[src/rtl/aq32_uart_pkg.sv]
// Shared definitions for the aq32 UART port: register map, STATUS/IRQ_EN bit
// positions, responder FSM encoding and the STATUS word packer.
package aq32_uart_pkg;

  typedef enum logic [1:0] {
    REG_STATUS = 2'd0,
    REG_DATA   = 2'd1,
    REG_IRQ_EN = 2'd2,
    REG_RSVD   = 2'd3
  } reg_addr_e;

  localparam int ST_RX_AVAIL = 0;
  localparam int ST_TX_FULL  = 1;
  localparam int ST_RX_OVF   = 2;
  localparam int ST_RX_FERR  = 3;
  localparam int ST_TX_DROP  = 4;

  localparam int IE_RX_AVAIL = 0;
  localparam int IE_TX_READY = 1;
  localparam int IE_ERR      = 2;

  localparam logic [31:0] DATA_EMPTY_WORD = 32'h8000_0000;

  typedef enum logic {
    S_IDLE = 1'b0,
    S_RESP = 1'b1
  } state_e;

  function automatic logic [31:0] pack_status(input logic rx_avail, input logic tx_full,
                                              input logic ovf, input logic ferr,
                                              input logic drop);
    return {27'd0, drop, ferr, ovf, tx_full, rx_avail};
  endfunction

endpackage

[src/rtl/aq32_esp_uart_port.sv]
// CPU-bus responder exposing the ESP UART TX/RX FIFOs as four word registers,
// with one-wait-state reads, TX back-pressure or drop, sticky errors and an IRQ.
module aq32_esp_uart_port
  import aq32_uart_pkg::*;
#(
  parameter bit TX_STALL = 1'b1
) (
  input  logic        clk,
  input  logic        reset,
  input  logic [1:0]  bus_addr,
  input  logic [31:0] bus_wrdata,
  input  logic [3:0]  bus_bytesel,
  input  logic        bus_wren,
  input  logic        bus_strobe,
  output logic        bus_wait,
  output logic [31:0] bus_rddata,
  output logic        irq,
  output logic [8:0]  txfifo_data,
  output logic        txfifo_wr,
  input  logic        txfifo_full,
  input  logic [8:0]  rxfifo_data,
  output logic        rxfifo_rd,
  input  logic        rxfifo_empty,
  input  logic        rxfifo_overflow,
  input  logic        rx_framing_error
);

  state_e      state_q, state_d;
  logic [31:0] rddata_q, rddata_d;
  logic        irq_q, irq_d;
  logic [2:0]  irq_en_q, irq_en_d;
  logic        ovf_q, ovf_d;
  logic        ferr_q, ferr_d;
  logic        drop_q, drop_d;
  logic        rd_s, wr_s;
  logic        err_any_s;
  logic        unused_bits;

  assign unused_bits = ^{bus_wrdata[31:9], bus_bytesel[3:1]};
  assign err_any_s   = ovf_q | ferr_q | drop_q;
  assign txfifo_data = bus_wrdata[8:0];
  assign bus_rddata  = rddata_q;
  assign irq         = irq_q;
  // FIFO strobes are suppressed while reset is held so an aborted access never pops/pushes.
  assign rxfifo_rd   = rd_s & ~reset;
  assign txfifo_wr   = wr_s & ~reset;

  always_comb begin
    state_d  = state_q;
    rddata_d = rddata_q;
    irq_en_d = irq_en_q;
    ovf_d    = ovf_q | rxfifo_overflow;
    ferr_d   = ferr_q | rx_framing_error;
    drop_d   = drop_q;
    bus_wait = 1'b0;
    rd_s     = 1'b0;
    wr_s     = 1'b0;
    irq_d    = |(irq_en_q & {err_any_s, ~txfifo_full, ~rxfifo_empty});

    case (state_q)
      S_IDLE: begin
        if (bus_strobe && !bus_wren) begin
          bus_wait = 1'b1;
          state_d  = S_RESP;
          case (bus_addr)
            REG_STATUS: rddata_d = pack_status(~rxfifo_empty, txfifo_full, ovf_q, ferr_q, drop_q);
            REG_DATA: begin
              if (!rxfifo_empty) begin
                rddata_d = {1'b1, 22'd0, rxfifo_data};
                rd_s     = 1'b1;
              end else begin
                rddata_d = DATA_EMPTY_WORD;
              end
            end
            REG_IRQ_EN: rddata_d = {29'd0, irq_en_q};
            default:    rddata_d = 32'd0;
          endcase
        end else if (bus_strobe && bus_wren && bus_bytesel[0]) begin
          case (bus_addr)
            // A new error in the same cycle as its clear must survive, hence the OR after the mask.
            REG_STATUS: begin
              ovf_d  = (ovf_q  & ~bus_wrdata[ST_RX_OVF])  | rxfifo_overflow;
              ferr_d = (ferr_q & ~bus_wrdata[ST_RX_FERR]) | rx_framing_error;
              drop_d = drop_q & ~bus_wrdata[ST_TX_DROP];
            end
            REG_DATA: begin
              if (!txfifo_full) begin
                wr_s = 1'b1;
              end else if (TX_STALL) begin
                bus_wait = 1'b1;
              end else begin
                drop_d = 1'b1;
              end
            end
            REG_IRQ_EN: irq_en_d = bus_wrdata[2:0];
            default: irq_en_d = irq_en_q;
          endcase
        end else begin
          state_d = S_IDLE;
        end
      end
      S_RESP:  state_d = S_IDLE;
      default: state_d = S_IDLE;
    endcase
  end

  always_ff @(posedge clk) begin
    if (reset) begin
      state_q  <= S_IDLE;
      rddata_q <= 32'd0;
      irq_q    <= 1'b0;
      irq_en_q <= 3'd0;
      ovf_q    <= 1'b0;
      ferr_q   <= 1'b0;
      drop_q   <= 1'b0;
    end else begin
      state_q  <= state_d;
      rddata_q <= rddata_d;
      irq_q    <= irq_d;
      irq_en_q <= irq_en_d;
      ovf_q    <= ovf_d;
      ferr_q   <= ferr_d;
      drop_q   <= drop_d;
    end
  end

endmodule

[config.mk]
export PLATFORM = sky130hd
export DESIGN_NAME = aq32_esp_uart_port
export DESIGN_NICKNAME = d
export VERILOG_FILES = /design/src/rtl/aq32_uart_pkg.sv /design/src/rtl/aq32_esp_uart_port.sv
export SDC_FILE = /design/constraint.sdc
export NUM_CORES = 1
export LEC_CHECK = 0
export CAP_MARGIN = 0
export CORE_UTILIZATION = 30
export CTS_CLUSTER_SIZE = 25
export DETAILED_ROUTE_END_ITERATION = 8
export PLACE_DENSITY = 0.78
export SLEW_MARGIN = 20
export SYNTH_ARGS = -nofsm -noshare
export SYNTH_HDL_FRONTEND = slang
export SYNTH_SLANG_ARGS = --single-unit
[constraint.sdc]
create_clock -name clk -period 1.4 [get_ports clk]
set_input_delay 0.21 -clock clk [delete_from_list [all_inputs] [get_ports clk]]
set_output_delay 0.21 -clock clk [all_outputs]
set_load 0.1 [all_outputs]
# == Yosys cells after proc, flatten, opt, wreduce, memory -nomap -nowiden ==
# Index checks and enable logic that the tools add are counted.
# word_totals
register_bits,40
latchBits,0
ram_bits,0
mem_bits_ro,0
inputBits,55
output_inout_bits,45
mem_count,0
# classes
add_sub_neg,0
multipliers,0
div_mod_pow,0
order_cmp,0
eq_ne,2
n_shift,0
muxes,26
n_bitwise,20
n_reduce_logical,9
# op_table
cell,count
$pmux 32 s3,1
$mux 1,23
$mux 9,1
$not 1->1,8
$reduce_and 4->1,2
$or 1x1->1,6
$and 1x1->1,5
$and 3x3->3,1
$logic_and 1x1->1,3
$reduce_or 3->1,1
$eq 2x1->1 const B,1
$eq 2x2->1 const B,1
$logic_not 2->1,1
$pmux 1 s2,1
$reduce_and 2->1,1
$logic_not 1->1,1

# == Depth between registers and ports, before layout ==
# depth
word_depth,7
mapped_depth,4
mapped_depth_nobuf,3

# == Worst setup path before layout ==
# No wires, ideal clock.
# synth_path
path_kind,reg-to-output
start,register state_q
end,output rxfifo_rd
arrival_time_ns,3.715
required_time_ns,1.190
path_slack_ns,-2.525
stages_incl_launch_ff,4
path_buffers,1
path_cell_list,dfxtp_1 or3b_4 clkbuf_1 nor4_1
# synth_via
elab_chain_cells,2
# synth_rtl
element,line_no,text
start: declaration,aq32_esp_uart_port.sv:28,"state_e state_q, state_d;"
start signal: assignment,aq32_esp_uart_port.sv:117,state_q <= state_d;
$mux 1,aq32_esp_uart_port.sv:60,case (state_q)
$and 1x1->1,aq32_esp_uart_port.sv:45,assign rxfifo_rd = rd_s & ~reset;
end: declaration,aq32_esp_uart_port.sv:22,"output logic rxfifo_rd,"
# Every way passes these cells.

# == Worst setup path after layout ==
# Ends and elaborated chain as after synthesis.

==> flow_summary.ini <==
[setup_path]
path_max_fanout = 3
end_kind = primary output
critPathKind = reg2out
worst_ep_arrival_time_ps = 1450
worstPathRequired_ps = 1190
crit_path_start_kind = flop

[clock_tree]
cts_buffers = 3
cts_tree = done
cts_root_buf = clkbuf_4
clock_latency_ps = 300
htreeDepth = 1
clock_sinks = 18
clk_pin_slew_ps = 100
clock_path_buffers = 2

[global_route]
first_global_vias = 868
grt_max_degree = 14
grt.overflow.total = 0
antenna_found_initial = 0
grt_pass1_wl_um = 3690
track_usage_pct = 13.4

[sta]
min_period_ps = 1660
finalWorstSetupSlack_ps = -261
fmax_mhz = 602
whs_ps = 420
min_period_over_period_pct = 119
fin_worst_skew_ps = 3.35
setup_viol = 12
hold_viol = 0
rsz0062_at_grt = yes
final_max_slew_viol_count = 0

[placement]
port_buffers = 43
dpl.cell_count = 219
gp_congestion = 0.792
placed_area_um2 = 1760
place_hpwl_um = 1990

[floorplanning]
rows = 21
initial_core_util_pct = 31.4
core_area_um2 = 3360
die_h_um = 61.4
pin_count = 100
die_w_um = 61.4
die-area_um2 = 3770

[route]
vias_per_cell = 4.25
wl_per_cell_um = 10.8
drtIter0Drc = 14
postRouteAntennaNets = 0
first_pass_iters = 4
vias = 970
drt-total-wl_um = 2470
drc_errors = 0

[logic_synthesis]
ys_dominant_reg_cell = dfxtp_1
synth_common_cells = 31 x buf_4, 18 x dfxtp_1, 9 x nand2b_1
synth-warning-count = 0
syn_inst = 125
yosysSeqAreaShare_pct = 34.1
ys_types = 27
netlist_area_um2 = 1060
yosysTopAreaCell = dfxtp_1
synth_edf_count = 0
yosysTopAreaCellShare_pct = 34.1
synth-seq-cells = 18
synth_area_per_cell_um2 = 8.46
yosysMostFrequentCell = buf_4
async_flop_share_pct = 0
synth_area_leaders = dfxtp_1 34%, buf_4 22%, nand2b_1 5.3%, nor3b_2 3.6%, a21oi_1 3.3%

[layout]
fillers = 312
layout.nets = 238
drive_gt1_share_pct = 34.1
stdcell_count = 228
antenna_cells = 0
final_core_utilization_pct = 55.7
fin_area_um2 = 1870
area_growth_pct = 77.3

[power]
cellLeakagePower_nw = 0.782
power_density_nw_per_um2 = 836
peakVddDrop_mv = 0.394

[worst_hold_path]
hp-class = in2out

[job]
drv_cap = 0

[run_status]
status = finished with violations
violations = negative setup slack
## registers in the layout, summed over array words and instances, names as in the netlist
| register | count |
|---|---|
| irq | 1 |
| irq_en_q | 3 |
| drop_q | 1 |
| bus_rddata | 10 |
| ferr_q | 1 |
| ovf_q | 1 |
| state_q | 1 |
## worst max-delay path, cell delays in order (launching register included)
cell and delay [ps]:
dfxtp_2 330, or3b_4 410, nor4_4 200, buf_12 210
## path summary, 6_finish.rpt
kind | to | slack (ps) | cells after the start | start
worst max register to register | bus_rddata[3] | -220 | 6 | state_q
worst max-delay path | rxfifo_rd | -260 | 3 | state_q
worst min-delay path | txfifo_data[5] | 420 | 0 | bus_wrdata[5]
worst min register to register | drop_q | 470 | 2 | drop_q
## metal layers
metal / GRT usage (%) / routed length (um) / up-vias
li1: - / - / 496
met1: 17.1 / 1110 / 432
met2: 21.7 / 1170 / 37
met3: 2.73 / 145 / 5
met4: 6.67 / 50 / 0
met5: 0 / 0 / -
## where the power goes
part	total, mW	switching [mW]	leakage [nW]	internal, mW
Combinational	0.702	0.495	0.614	0.207
Clock	0.324	0.166	0.0210	0.159
Sequential	0.541	0.0132	0.147	0.527
## layout by cell type, fill, tap and decap left out, types with 2 or more instances in the layout
cell type / instances
conb_1: 22
clkdlybuf4s50_1: 20
buf_12: 19
buf_4: 18
dfxtp_1: 17
nor2_1: 8
nand2b_1: 8
a21oi_1: 7
buf_6: 6
inv_1: 5
nand3_1: 5
nand2_1: 5
dlygate4sd2_1: 4
nor3_1: 3
a311oi_1: 3
nor3b_2: 3
mux2i_1: 3
clkbuf_4: 3
nor4_4: 2
nor2b_1: 2
nand3b_1: 2
mux2_2: 2
a221oi_2: 2
## per-stage QoR
stage | setup slack (ps) | setup TNS, ps | total power [mW]
floorplan | -740 | -1590 | 1.13
global placement | -367 | -4290 | 1.23
detailed placement | -387 | -4610 | 1.24
CTS | -268 | -926 | 1.56
global route | -316 | -1930 | 1.61
finish | -261 | -1420 | 1.57
## cell families (layout without fill, tap and decap cells)
group / after synthesis / after routing / share of synthesized area (%)
multiplexers: 5 / 5 / 4.97
flip-flops: 18 / 18 / 34.1
other: 1 / 22 / 0.355
AO/OA/AOI/OAI: 18 / 18 / 11.2
buffers and inverters: 40 / 76 / 25.2
AND/OR/NAND/NOR: 43 / 43 / 24.1
## layout make-up
cell class              count  area [um^2]  area share, %
multi-input cells          88          582           31.0
repair buffers             67          818           43.7
flip-flops and latches     18          362           19.3
clock buffers               4         36.3           1.94
well taps                  46         57.6           3.07
inverters                   5         18.8           1.00
## timing repair
action,in CTS,in global routing
setup buffers,4,1
pin swaps,3,4
hold endpoints to repair,0,0
hold buffers,0,0
setup endpoints to repair,4,13
resized for setup,10,4
Power figures use the tool's default switching activity.
